===== src/rtl/mcu_reset_sequencer_pkg.sv =====
// Shared state encoding and default timing constants for the MCU reset sequencer.
package mcu_reset_sequencer_pkg;

    typedef enum logic [2:0] {
        S_HOLD      = 3'd0,
        S_WAIT_LOCK = 3'd1,
        S_VIDEO     = 3'd2,
        S_RUN       = 3'd3,
        S_SOFT      = 3'd4
    } seq_state_t;

    localparam int DEF_DEB_CYCLES  = 500000;
    localparam int DEF_LOCK_CYCLES = 1000;
    localparam int DEF_VIDEO_DLY   = 50000;
    localparam int DEF_SOFT_PULSE  = 64;
    localparam int DEF_HB_BIT      = 24;

endpackage


===== src/rtl/mcu_btn_debounce.sv =====
// Soft-button synchroniser + stability debounce; registered one-cycle falling-edge strobe.
// Strobe lags the raw pin by 2 sync cycles + DEB_CYCLES + 1; no backpressure.
module mcu_btn_debounce #(
    parameter int DEB_CYCLES = 500000
) (
    input  logic CLK50M,
    input  logic sys_rstn,
    input  logic btn_raw,
    output logic btn_fall
);

    localparam int CW = $clog2(DEB_CYCLES + 1);
    localparam logic [CW-1:0] DEB_LAST = CW'(DEB_CYCLES - 1);

    logic          btn_meta;
    logic          btn_sync;
    logic          btn_deb;
    logic [CW-1:0] deb_cnt;

    // The counter only runs while the synced level disagrees with the debounced level,
    // so any return to the debounced level restarts the stability window.
    always_ff @(posedge CLK50M) begin
        if (!sys_rstn) begin
            btn_meta <= 1'b0;
            btn_sync <= 1'b0;
            btn_deb  <= 1'b1;
            btn_fall <= 1'b0;
            deb_cnt  <= '0;
        end else begin
            btn_meta <= btn_raw;
            btn_sync <= btn_meta;
            btn_fall <= 1'b0;
            if (btn_sync == btn_deb) begin
                deb_cnt <= '0;
            end else if (deb_cnt == DEB_LAST) begin
                deb_cnt  <= '0;
                btn_deb  <= btn_sync;
                btn_fall <= btn_deb;
            end else begin
                deb_cnt <= deb_cnt + CW'(1);
            end
        end
    end

endmodule


===== src/rtl/mcu_reset_sequencer.sv =====
// Ordered reset release (video/DDR first, CPU second), soft-reset pulse and heartbeat LED.
// All outputs registered; lock loss re-asserts resets one cycle after the synced lock drops.
module mcu_reset_sequencer
    import mcu_reset_sequencer_pkg::*;
#(
    parameter int DEB_CYCLES  = DEF_DEB_CYCLES,
    parameter int LOCK_CYCLES = DEF_LOCK_CYCLES,
    parameter int VIDEO_DLY   = DEF_VIDEO_DLY,
    parameter int SOFT_PULSE  = DEF_SOFT_PULSE,
    parameter int HB_BIT      = DEF_HB_BIT
) (
    input  logic       CLK50M,
    input  logic       sys_rstn,
    input  logic       pll_lock_i,
    input  logic       soft_btn_i,
    output logic       video_rstn,
    output logic       cpu_resetn,
    output logic       cpu_soft_resetn,
    output logic       pps_led,
    output logic [2:0] seq_state
);

    localparam int LW = $clog2(LOCK_CYCLES + 1);
    localparam int DW = $clog2(VIDEO_DLY + 1);
    localparam int PW = $clog2(SOFT_PULSE + 1);
    localparam int HW = HB_BIT + 1;
    localparam logic [LW-1:0] LOCK_LAST  = LW'(LOCK_CYCLES - 1);
    localparam logic [DW-1:0] DLY_LAST   = DW'(VIDEO_DLY - 1);
    localparam logic [PW-1:0] PULSE_LAST = PW'(SOFT_PULSE - 1);

    seq_state_t    state;
    logic          lock_meta;
    logic          lock_s;
    logic          btn_fall;
    logic [LW-1:0] lock_cnt;
    logic [DW-1:0] dly_cnt;
    logic [PW-1:0] pulse_cnt;
    logic [HW-1:0] hb_cnt;

    mcu_btn_debounce #(
        .DEB_CYCLES (DEB_CYCLES)
    ) u_btn_debounce (
        .CLK50M   (CLK50M),
        .sys_rstn (sys_rstn),
        .btn_raw  (soft_btn_i),
        .btn_fall (btn_fall)
    );

    always_ff @(posedge CLK50M) begin
        if (!sys_rstn) begin
            state           <= S_HOLD;
            lock_meta       <= 1'b0;
            lock_s          <= 1'b0;
            lock_cnt        <= '0;
            dly_cnt         <= '0;
            pulse_cnt       <= '0;
            hb_cnt          <= '0;
            video_rstn      <= 1'b0;
            cpu_resetn      <= 1'b0;
            cpu_soft_resetn <= 1'b1;
        end else begin
            lock_meta <= pll_lock_i;
            lock_s    <= lock_meta;
            hb_cnt    <= hb_cnt + HW'(1);
            // Lock loss wins over everything, including a same-cycle button strobe.
            if (!lock_s && (state inside {S_VIDEO, S_RUN, S_SOFT})) begin
                state           <= S_WAIT_LOCK;
                lock_cnt        <= '0;
                dly_cnt         <= '0;
                pulse_cnt       <= '0;
                video_rstn      <= 1'b0;
                cpu_resetn      <= 1'b0;
                cpu_soft_resetn <= 1'b1;
            end else begin
                case (state)
                    S_HOLD: state <= S_WAIT_LOCK;
                    S_WAIT_LOCK: begin
                        if (!lock_s) begin
                            lock_cnt <= '0;
                        end else if (lock_cnt == LOCK_LAST) begin
                            lock_cnt   <= '0;
                            video_rstn <= 1'b1;
                            state      <= S_VIDEO;
                        end else begin
                            lock_cnt <= lock_cnt + LW'(1);
                        end
                    end
                    S_VIDEO: begin
                        if (dly_cnt == DLY_LAST) begin
                            dly_cnt    <= '0;
                            cpu_resetn <= 1'b1;
                            state      <= S_RUN;
                        end else begin
                            dly_cnt <= dly_cnt + DW'(1);
                        end
                    end
                    S_RUN: begin
                        if (btn_fall) begin
                            pulse_cnt       <= '0;
                            cpu_soft_resetn <= 1'b0;
                            state           <= S_SOFT;
                        end
                    end
                    S_SOFT: begin
                        if (pulse_cnt == PULSE_LAST) begin
                            pulse_cnt       <= '0;
                            cpu_soft_resetn <= 1'b1;
                            state           <= S_RUN;
                        end else begin
                            pulse_cnt <= pulse_cnt + PW'(1);
                        end
                    end
                    default: state <= S_HOLD;
                endcase
            end
        end
    end

    assign seq_state = state;
    assign pps_led   = hb_cnt[HB_BIT];

endmodule


===== config.mk =====
export PLATFORM = sky130hd
export DESIGN_NAME = mcu_reset_sequencer
export DESIGN_NICKNAME = d
export VERILOG_FILES = /design/src/rtl/mcu_reset_sequencer_pkg.sv /design/src/rtl/mcu_btn_debounce.sv /design/src/rtl/mcu_reset_sequencer.sv
export SDC_FILE = /design/constraint.sdc
export NUM_CORES = 1
export LEC_CHECK = 0
export CAP_MARGIN = 20
export CELL_PAD_IN_SITES_DETAIL_PLACEMENT = 1
export CELL_PAD_IN_SITES_GLOBAL_PLACEMENT = 1
export CORE_UTILIZATION = 35
export DETAILED_ROUTE_END_ITERATION = 8
export PLACE_DENSITY = 0.65
export SYNTH_ARGS = -nofsm -noshare
export SYNTH_HDL_FRONTEND = slang
export SYNTH_HIERARCHICAL = 1
export SYNTH_SLANG_ARGS = --single-unit

===== constraint.sdc =====
create_clock -name CLK50M -period 4.25 [get_ports CLK50M]
set_input_delay 0.85 -clock CLK50M [delete_from_list [all_inputs] [get_ports CLK50M]]
set_output_delay 0.85 -clock CLK50M [all_outputs]
set_load 0.005 [all_outputs]

==> impl_metrics.toml, run 1 <==
[sta]
drv_slew = 0
rsz_0062_raised_after_global_routing = "no"
final.setup.tns_ns = 0
timing.final.crit_period_ns = 2.60
timing.final.setup_violations = 0
fmax_mhz = 385
transition_time_at_the_pin_with_the_least_slew_margin_ns = 0.947
final_hold_viols = 0
finClkSkew_ns = 0.00472
finalCritPeriodShare_pct = 61.2
timing.hold.ws_ns = 0.436
timing.max_slew.rel_slack_pct = 36.7

[power_and_ir_drop]
power_leakage_nw = 1.44
switch_pwr_uw = 353
seq_power_share_pct = 50.3
clockPowerShare_pct = 47.1
power.internal_mw = 1.34
switching_share_pct = 20.9
vdd.ir_drop.worst_v = 0.000353
power-per-cell-area_nw_per_um2 = 373
pwr-share-comb_pct = 2.6
post_layout_total_power_mw = 1.69

[synthesis]
post-synth-top-area-cell = "sky130_fd_sc_hd__dfxtp_1"
synth_seq_area_share_pct = 44.0
post_synth_instance_area_sq_um = 4050
syn-num-nets = 470
synth_largest_type_area_fraction_pct = 44.0
ys.flop_type = "sky130_fd_sc_hd__dfxtp_1"
yosysWarningCount = 6
yosys_register_bits = 89
distinct_cells_synth = 57
netlist_instances = 461
syn_avg_cell_area_sq_um = 8.79
async_flop_share_pct = 0
synth-edff-count = 0
top_cells_by_area_synth = "sky130_fd_sc_hd__dfxtp_1 (44%), sky130_fd_sc_hd__nor2_1 (6.5%), sky130_fd_sc_hd__xnor2_1 (5.2%), sky130_fd_sc_hd__xor2_1 (5.0%), sky130_fd_sc_hd__nand2_1 (3.4%)"

[global_route]
grt_antenna_before_repair = 0
grt_pass1_vias = 3355
gr-usage-all-layers_pct = 16.4
grt_start_max_net_pins = 28
grt_pass1_wl_mm = 15.4
grt_overflow_total = 0

[setup_path]
crit_required_ns = 4.49
crit_slowest_cell = "sky130_fd_sc_hd__nor3b_2"
cell_class_contributing_the_biggest_share_of_worst_path_delay = "simple AND/OR/NAND/NOR gates"
setup.worst_path.class = "reg -> reg"
setup.worst_path.end_class = "flip-flop"
crit_chain = "nor3b_2, nand2_1, nor2_1, o21ai_0, a311oi_1"
worst-path-stages = 5
cp.arrival_ns = 2.84
r2r_cells = 5
critical-path-max-stage-delay_ns = 0.62
crit_path_max_fanout = 13
ff2ff_setup_slack_ns = 1.65
critPathLaunchType = "flip-flop"
crit_buf_inv = 0

[status]
run_status = "completed"

[clock_network]
cts_setup_buffers = 0
clock_tree_from_tritoncts = "built"
post_cts.resized_instances = 0
root_buffer = "sky130_fd_sc_hd__clkbuf_16"
cts.htree.levels = 3
clock_latency_ns = 0.34
number_of_sinks_driven_by_the_clock_tree = 89
numCtsBuffers = 9
clock_input_transition_at_the_sequential_cells_of_the_worst_setup_and_hold_paths_ns = 0.06
clock_tree.buffer_depth = 2
cts_hold_repair.buffers = 0

[cells_and_area]
final_nets = 477
layout-area-overhead-vs-synth_pct = 12.0
multi_input_area_sq_um = 2140
filler_cell_count = 1305
diodes = 0
final_layout_size_suffix_gt1_share_pct = 6.78
final-seq-area_sq_um = 1780

[die]
die-width_microns = 110
core_region_area_sq_um = 11100
die_height_microns = 110
starting_density_pct = 36.6
die_area_sq_um = 12000
core.rowCount = 38
ioPinCount = 11

[worst_hold_path]
timing.hold.worst_path_depth = 1
worst_hold_path_type = "reg -> reg"

[route]
routed_wl_mm = 8.74
drt_pre_antenna_iters = 4
drc = 0
drt_first_iter_violations = 87
drtAntennaViolNets = 0
routed_via_density = 5.37
wl_per_cell_microns = 14.3
dr_total_vias = 3286

[placement]
routabilityCongestion = 0.732
hpwlAfterDp_mm = 6.05
io_buffer_count = 10

[job]
drv_cap = 0
[cells by family after synthesis]
group | share of synthesized area (%)
xor gates and xnor gates | 10.2
AOI/OAI and AO/OA | 10.1
and+or+nand+nor | 30.9
adders and majority gates | 1.54
muxes | 0.247
buffers and inverters | 3.18
DFF | 44.0
[layout make-up]
cell class / count / area share (%)
Multi-Input combinational cell: 347 / 47.2
Clock buffer: 12 / 5.65
Clock inverter: 3 / 0.882
Sequential cell: 89 / 39.2
Inverter: 10 / 0.826
Tap cell: 140 / 3.86
Timing Repair Buffer: 11 / 2.37
[metrics by stage]
step	setup WS [ns]	area [sq um]	std cells	util, %
after floorplan	2.20	4050	461	-
after global placement	1.47	4250	597	38.3
after detailed placement	1.47	4250	597	38.3
after CTS	1.67	4540	612	41.0
after global routing	1.31	4540	612	41.0
final	1.65	4540	612	41.0
[power groups by stage]
stage	Sequential, mW	Combinational (mW)	Clock, mW
finish	0.851	0.0442	0.798
detailed placement	0.870	0.0454	0
CTS	0.851	0.0456	0.825
floorplan	0.866	0.0341	0
global route	0.853	0.0507	0.864
global placement	0.869	0.0441	0
[layout by cell type, fill, tap and decap left out, types with 2 or more instances in the layout]
cell type,count
sky130_fd_sc_hd__nand3b_1,2
sky130_fd_sc_hd__and4_1,5
sky130_fd_sc_hd__nand3_1,27
sky130_fd_sc_hd__clkbuf_8,2
sky130_fd_sc_hd__and2_1,6
sky130_fd_sc_hd__nand4bb_1,3
sky130_fd_sc_hd__nor3b_1,5
sky130_fd_sc_hd__xor2_1,23
sky130_fd_sc_hd__o31ai_1,3
sky130_fd_sc_hd__clkdlybuf4s50_1,10
sky130_fd_sc_hd__a31oi_1,5
sky130_fd_sc_hd__nand2_1,37
sky130_fd_sc_hd__and3_1,6
sky130_fd_sc_hd__or4_1,5
sky130_fd_sc_hd__inv_1,9
sky130_fd_sc_hd__o21ai_0,13
sky130_fd_sc_hd__a22oi_1,2
sky130_fd_sc_hd__nor2_1,70
sky130_fd_sc_hd__xnor2_1,24
sky130_fd_sc_hd__or2_2,3
sky130_fd_sc_hd__clkbuf_16,9
sky130_fd_sc_hd__nand4_1,16
sky130_fd_sc_hd__ha_1,5
sky130_fd_sc_hd__or4_4,2
sky130_fd_sc_hd__nor3_1,13
sky130_fd_sc_hd__clkinv_2,2
sky130_fd_sc_hd__nand2b_1,2
sky130_fd_sc_hd__o311ai_0,3
sky130_fd_sc_hd__dfxtp_1,89
sky130_fd_sc_hd__nor4_1,9
sky130_fd_sc_hd__or3_1,7
sky130_fd_sc_hd__or3b_2,3
sky130_fd_sc_hd__a311oi_1,6
sky130_fd_sc_hd__a21oi_1,21
[sequential cells by signal, summed over array words and instances, names as in the netlist]
signal                   flops
dly_cnt                     16
u_btn_debounce/btn_deb       1
cpu_resetn                   1
pulse_cnt                    7
cpu_soft_resetn              1
u_btn_debounce/btn_meta      1
video_rstn                   1
u_btn_debounce/deb_cnt      19
lock_s                       1
lock_meta                    1
u_btn_debounce/btn_sync      1
seq_state                    3
u_btn_debounce/btn_fall      1
hb_cnt                      25
lock_cnt                    10
[path summary, 6_finish.rpt]
| path | end | from |
|---|---|---|
| hold / removal | u_btn_debounce/btn_sync$_SDFF_PN0_ | u_btn_debounce/btn_meta$_SDFF_PN0_ |
| setup reg to reg | lock_cnt[9]$_SDFFE_PP0P_ | seq_state[0]$_SDFFE_PN0P_ |
| hold reg to reg | u_btn_debounce/btn_sync$_SDFF_PN0_ | u_btn_debounce/btn_meta$_SDFF_PN0_ |
| setup / recovery | lock_cnt[9]$_SDFFE_PP0P_ | seq_state[0]$_SDFFE_PN0P_ |
[synthesized netlist by cell type, drive strengths merged, types with 2 or more instances]
master,number
dfxtp,89
nor2,70
nand2,37
nand3,27
xnor2,24
xor2,23
a21oi,21
nand4,16
nor3,14
o21ai,13
nor4,11
inv,9
clkbuf,8
and2,7
buf,7
or3,7
or4,7
a311oi,6
and3,6
and4,6
nor3b,6
a31oi,5
ha,5
o311ai,4
o31ai,4
or3b,4
nand4bb,3
or2,3
a22oi,2
nand2b,2
nand3b,2
o211ai,2
[per-layer routing]
layer,routed length (microns),track usage [%]
met3,239,4.74
met1,4270,20.1
met5,0,0
met4,130,5.81
met2,4100,27.2
No activity file was read; power rests on OpenSTA's default activity.
==> run 2: changes to the inputs <==
Settings changed: PLACE_DENSITY 0.65 to 0.68.
Clock period 4.25 ns to 2.37 ns, I/O delays scaled along.
==> run 2 against run 1 <==
Effect of this change:
- die area stayed put
- highest routed layer unchanged
- sequential power rose by 80%
- global-route usage about the same
==> impl_metrics.toml, run 2 (synthesis gave the netlist of run 1 again) <==
[status]
run_status = "completed"

[clock_network]
root_buffer = "sky130_fd_sc_hd__clkbuf_16"
number_of_sinks_driven_by_the_clock_tree = 89
numCtsBuffers = 9
cts_setup_buffers = 0
clock_latency_ns = 0.34
cts.htree.levels = 3
post_cts.resized_instances = 0
clock_tree.buffer_depth = 2
clock_input_transition_at_the_sequential_cells_of_the_worst_setup_and_hold_paths_ns = 0.06
clock_tree_from_tritoncts = "built"
cts_hold_repair.buffers = 0

[worst_hold_path]
min_to = "u_btn_debounce/btn_sync$_SDFF_PN0_"
worst_hold_path_type = "reg -> reg"
timing.hold.worst_path_depth = 1
hp-start = "u_btn_debounce/btn_meta$_SDFF_PN0_"

[sta]
fmax_mhz = 464
finalCritPeriodShare_pct = 91.0
final.setup.tns_ns = 0
timing.max_slew.rel_slack_pct = 51.2
final.setup.worst_slack_ns = 0.214
drv_slew = 0
timing.final.setup_violations = 0
rsz_0062_raised_after_global_routing = "no"
transition_time_at_the_pin_with_the_least_slew_margin_ns = 0.729
final_hold_viols = 0
finClkSkew_ns = 0.00389
timing.final.crit_period_ns = 2.16

[setup_path]
cp.arrival_ns = 2.40
crit_required_ns = 2.61
r2r_cells = 5
r2r-end = "dly_cnt[15]$_SDFFE_PP0N_"
setup.worst_path.end_class = "flip-flop"
setup.worst_path.class = "reg -> reg"
ff2ff_setup_slack_ns = 0.21
regToRegStartpoint = "seq_state[1]$_SDFFE_PP0P_"
crit_path_max_fanout = 11
critPathLaunchType = "flip-flop"

[die]
core_region_area_sq_um = 11100
ioPinCount = 11
die_area_sq_um = 12000
starting_density_pct = 36.6
die-width_microns = 110
core.rowCount = 38
die_height_microns = 110

[cells_and_area]
layout-area-overhead-vs-synth_pct = 16.0
final_nets = 494
largestRegisters = "hb_cnt (25), u_btn_debounce/deb_cnt (19), dly_cnt (16)"
leading_cell_types_in_the_layout_fill_and_taps_excluded = "sky130_fd_sc_hd__dfxtp_1 (89), sky130_fd_sc_hd__nor2_1 (70), sky130_fd_sc_hd__nand2_1 (37)"
diodes = 0
final_layout_size_suffix_gt1_share_pct = 10.2
flip_flop_count_of_the_largest_register_all_copies_and_words_added = 25
largest_register = "hb_cnt"
final_common_cell = "sky130_fd_sc_hd__dfxtp_1"

[global_route]
gr-usage-all-layers_pct = 16.4
grt_start_max_net_pins = 27
grt_pass1_vias = 3265
grt_overflow_total = 0
grt_antenna_before_repair = 0
grt_pass1_wl_mm = 15.3

[placement]
routabilityCongestion = 0.733
hpwlAfterDp_mm = 6.32
pre_cts_slack_ns = 0.231
io_buffer_count = 10

[route]
drt_pre_antenna_iters = 4
dr_total_vias = 3351
drtAntennaViolNets = 0
drt_first_iter_violations = 69
drc = 0
wl_per_cell_microns = 14.2
routed_via_density = 5.32
routed_wl_mm = 8.96

[power_and_ir_drop]
power_leakage_nw = 1.54
vdd.ir_drop.worst_v = 0.000278
power-per-cell-area_nw_per_um2 = 670

[job]
drv_cap = 0
[run 2: changes by cell type in the layout (fill, tap and decap cells not counted)]
| cell | delta |
|---|---|
| sky130_fd_sc_hd__buf_4 | +17 |
| sky130_fd_sc_hd__clkbuf_8 | +3 |
| sky130_fd_sc_hd__clkinv_2 | -2 |
[run 2: critical path, cell delays in order, from the launching register on]
cell and delay (ns):
sky130_fd_sc_hd__dfxtp_1 0.51, sky130_fd_sc_hd__or3b_1 0.52, sky130_fd_sc_hd__nor4_4 0.32, sky130_fd_sc_hd__nand3_1 0.12, sky130_fd_sc_hd__or4b_1 0.48, sky130_fd_sc_hd__o311ai_1 0.09
[run 2: worst max-delay path by stage]
stage / endpoint / from / cells after the start / slack, ns
floorplan: dly_cnt[15]$_SDFFE_PP0N_ / seq_state[1]$_SDFFE_PP0P_ / 7 / 0.32
finish: dly_cnt[15]$_SDFFE_PP0N_ / seq_state[1]$_SDFFE_PP0P_ / 5 / 0.21
global route: seq_state[0]$_SDFFE_PN0P_ / dly_cnt[7]$_SDFFE_PP0N_ / 5 / 0.03
global placement: dly_cnt[15]$_SDFFE_PP0N_ / seq_state[1]$_SDFFE_PP0P_ / 5 / 0.31
detailed placement: seq_state[0]$_SDFFE_PN0P_ / dly_cnt[7]$_SDFFE_PP0N_ / 5 / 0.23
CTS: seq_state[0]$_SDFFE_PN0P_ / dly_cnt[7]$_SDFFE_PP0N_ / 5 / 0.21
[run 2: power by group]
part	internal (mW)	leakage, nW	switching [mW]	total, mW
Clock	0.962	0.162	0.571	1.53
Sequential	1.51	0.719	0.0158	1.53
Combinational	0.0355	0.661	0.0544	0.0899
[run 2: layout make-up]
cell class | instances | area (sq um)
fill | 1315 | 6380
multi-input combinational | 347 | 2140
sequential | 89 | 1780
clock buffer | 15 | 298
timing repair buffer | 28 | 235
tap | 140 | 175
inverter | 10 | 37.5
clock inverter | 1 | 30.0
[run 2: through the flow]
stage                     area, sq um  power [mW]  util, %  instances  hold WS (ns)
after global placement           4370        1.65     39.5        614         0.418
after detailed placement         4370        1.65     39.5        614         0.431
final                            4700        3.15     42.4        630         0.443
after CTS                        4700        3.20     42.4        630         0.448
after global routing             4700        3.27     42.4        630         0.464
after floorplan                  4050        1.61        -        461         0.412
[run 2: metal layers]
metal	vias to the layer above	global-route usage (%)	share of wire (%)
met5	-	0	0
met4	0	7.71	2.2
met3	13	3.44	1.9
met2	18	26.6	46
met1	1627	20.7	50
li1	1693	-	-
==> variant 1, RTL diff (config.mk and constraints of run 2) <==
Reset style: asynchronous (`sys_rstn`), changed in 2 clocked blocks.
--- a/src/rtl/mcu_btn_debounce.sv
+++ b/src/rtl/mcu_btn_debounce.sv
@@ -21,3 +21,3 @@
     // so any return to the debounced level restarts the stability window.
-    always_ff @(posedge CLK50M) begin
+    always_ff @(posedge CLK50M or negedge sys_rstn) begin
         if (!sys_rstn) begin
--- a/src/rtl/mcu_reset_sequencer.sv
+++ b/src/rtl/mcu_reset_sequencer.sv
@@ -48,3 +48,3 @@
 
-    always_ff @(posedge CLK50M) begin
+    always_ff @(posedge CLK50M or negedge sys_rstn) begin
         if (!sys_rstn) begin
Formal check against the unedited RTL: differs if sys_rstn is asserted again (counterexample within 4 cycles, from zero or initial values and one cycle with sys_rstn low); with sys_rstn held inactive, the same outputs for 10 cycles.
==> variant 1 against run 2 <==
  * Core utilization shrank 1.2 points
  * Final cell count shrank 2.4%
  * Sequential share of layout area grew 6.7 points
  * Worst setup slack better by 0.15 ns
  * Total power is 0.28% higher
  * Routed wire length up 7.4%
  * Clock skew increased by 0.0044 ns
  * Synthesized area increased by 8.1%
  * Design area grew 6.3%
  * Sequential cell count is the same
  * Fmax is 7.7% higher
==> variant 1: results (changes against run 2) <==
metric,value,unit,change
post-detail-place hpwl,6600,um,+4.3%
RePlAce Congestion,0.785,,+7.1%
"critical path fanouts, max",6,,-5
"slowest stage delay, CP",0.65,ns,+0.13 ns
clock network area share,0.0643,,-0.00541
Synth async-reset ratio,1.00,,+1.00
routed wire length,9620,um,+7.4%
sequential cell area,2230,sq um,+25%
status,"finished, final reports clean",,
Worst VDD drop,0.546,mV,+97%
buffer share of cell area,0.0325,,-0.0175
placed cell count,599,,-2.4%
Syn Nets,436,,-7.2%
Cell variety after synth,61,,+7.0%
Slew HR,0.585,,+0.0729
vias in the first global route,3516,,+7.7%
r2r setup slk,0.37,ns,+0.15 ns
Seq/total area,0.446,,+0.0670
sw power,0.653,mW,+1.9%
seq_cells,89,,unchanged
clkbuf count,11,,-4
initial DRC count,162,,+130%
Layout fillers,1386,,+5.4%
crit path DAT,2.24,ns,-0.16 ns
Buffers excl. clock,17,,-39%
all-layer global routing usage,0.169,,+0.00511
synth cell count leaders,"87 x dfrtp_1, 44 x nor2_1, 38 x nand2_1, 31 x xnor2_1, 26 x nand3_1",,
Tightest Hold Check Type,in -> async,,
syn_area_per_cell,10.3,sq um,+17%
Non-Filler Instances,615,,-2.4%
Sequential Power Share,0.490,,+0.005
Final #Nets,451,,-8.7%
fraction of layout cells with a size suffix above 1,0.105,,+0.00310
Vias/cell,5.27,,-1.0%
worst reg2reg endpoint,u_btn_debounce/deb_cnt[18],,
==> variant 1: cell count changes after synthesis, moves of 10 or more <==
cell            run 2  this run
dfrtp_1             0        87
dfxtp_1            89         0
o21ai_0            13        23
nor2_1             70        44
a21oi_1            21        11
==> variant 1: routing by layer <==
| layer | GRT usage | part of all wire | up-vias |
|---|---|---|---|
| met5 | 0 | 0 | - |
| met4 | 0.0649 | 0.016 | 0 |
| met3 | 0.0383 | 0.020 | 10 |
| met2 | 0.279 | 0.49 | 24 |
| met1 | 0.215 | 0.48 | 1636 |
| li1 | - | - | 1568 |
==> variant 1: cells by family after synthesis <==
family                     Yosys count  synth area share
adders and majority gates            5            0.0143
and+or+nand+nor                    188             0.235
buffers and inverters               20            0.0243
muxes                                3           0.00828
DFF                                 89             0.509
xor gates and xnor gates            47            0.0939
AOI/OAI and AO/OA                   75             0.116
==> variant 1: worst max path at each step <==
stage                          startpoint                    endpoint  slack [ns]  cells after the start
6_report        u_btn_debounce/deb_cnt[0]  u_btn_debounce/deb_cnt[18]        0.37                      5
5_1_grt         u_btn_debounce/deb_cnt[0]  u_btn_debounce/deb_cnt[18]        0.23                      5
4_1_cts                      seq_state[1]                seq_state[1]        0.36                      1
3_5_place_dp    u_btn_debounce/deb_cnt[0]  u_btn_debounce/deb_cnt[18]        0.38                      5
3_3_place_gp    u_btn_debounce/deb_cnt[0]  u_btn_debounce/deb_cnt[18]        0.53                      5
2_1_floorplan  u_btn_debounce/deb_cnt[12]  u_btn_debounce/deb_cnt[10]        0.66                      5
==> variant 1: through the flow <==
step	hold WS (ns)	util	power [mW]
after floorplan	0.178	-	1.60
after global placement	0.334	0.386	1.65
after detailed placement	0.343	0.386	1.65
after CTS	0.0569	0.413	3.22
after global routing	0.0804	0.413	3.28
final	0.0509	0.413	3.16
==> variant 2, RTL diff (settings of run 2) <==
Without the edit above. The package constant `DEF_HB_BIT` goes from 24 to 12.
--- a/src/rtl/mcu_reset_sequencer_pkg.sv
+++ b/src/rtl/mcu_reset_sequencer_pkg.sv
@@ -15,3 +15,3 @@
     localparam int DEF_SOFT_PULSE  = 64;
-    localparam int DEF_HB_BIT      = 24;
+    localparam int DEF_HB_BIT      = 12;
 
Check against the original RTL: no difference found for any inputs over 10 cycles, from zero or initial values and one cycle with sys_rstn low; that may be too few to reach the edited logic, so the function may still have changed.
==> variant 2 against run 2 <==
  * Sequential cell count fell by 12
  * Critical path depth rose by 1
  * Synthesized area fell by 12%
  * Routed wire length fell by 14%
  * Worst setup slack improved by 0.14 ns
  * Total power fell by 28%
  * Count of clock-buffer cells in the layout fell by 3
  * Design area fell by 15%
  * Highest routed layer unchanged
==> variant 2: results (changes against run 2) <==
metric,value,unit,change
synth top area cells,"dfxtp_1 43%, nor2_1 5.5%, xnor2_1 4.4%, xor2_1 4.4%, nand3_1 3.7%",,
routed vias,2983,,-11%
Cell variety after synth,53,,-7.0%
clock network area share,0.0401,,-0.0297
Post-Syn Instances,403,,-13%
global-route wire length before repair,13300,um,-13%
fraction of layout cells with a size suffix above 1,0.0888,,-0.0133
post-detail-place hpwl,5430,um,-14%
Hold WS,0.431,ns,-0.0113 ns
status,"finished, final reports clean",,
R2R cell count,6,,+1
Final #Nets,432,,-13%
Sw Share,0.240,,+0.0363
"Cell Area, Placed",3840,sq um,-12%
Clk pwr share,0.369,,-0.118
vias in the first global route,2876,,-12%
Pleak,1.32,nW,-15%
largest registers,"u_btn_debounce/deb_cnt: 19 flops, dly_cnt: 16 flops, hb_cnt: 13 flops",,
GR Util met2,0.265,,-0.00178
largest net degree at the start of global routing,25,,-7.4%
sequential cell area,1540,sq um,-13%
multiplexer share of the synthesized area,0,,-0.00247
"flops & latches, synth",77,,-13%
average wire per standard cell,13.7,um,-3.4%
"Design Area, Final",4000,sq um,-15%
CP endpoint,dly_cnt[11],,
Tcrit/Tclk final,0.850,,-0.0602
RePlAce Congestion,0.741,,+1.1%
sequential area share after synthesis,0.434,,-0.00570
"critical path fanouts, max",15,,+4
clk root buf,clkbuf_8,,
adder-cell share of the synthesized area,0.0176,,+0.00217
Clock transition at path regs,0.08,ns,+0.02 ns
variant 2: cell types whose count changed after synthesis, sizes merged, moves of 4 or more:
cell	run 2	this run
and2	7	12
nand2	37	30
dfxtp	89	77
xnor2	24	18
xor2	23	18
nor2	70	53
nor3	14	8
or3	7	12
o311ai	4	0
a21boi	0	7
nor4	11	6
a21oi	21	15
variant 2: logic make-up (layout without fill, tap and decap cells):
kind of cell	count (synthesis)	in the layout
AND/OR/NAND/NOR	197	197
buffers and inverters	21	46
flip-flops	77	77
AO/OA/AOI/OAI	67	67
XOR/XNOR	36	36
adder cells (fa/ha/maj)	5	5
variant 2: critical path: stages, from the launching register on:
cell	delay (ns)
dfxtp_1	0.34
or4b_1	0.53
or4_4	0.55
nor2_2	0.11
or2_1	0.10
buf_4	0.19
nor2_1	0.07
variant 2: routing by layer:
| metal | share of wire | wire, um |
|---|---|---|
| met1 | 0.48 | 3710 |
| met2 | 0.48 | 3740 |
| met3 | 0.027 | 211 |
| met4 | 0.0066 | 51 |
| met5 | 0 | 0 |
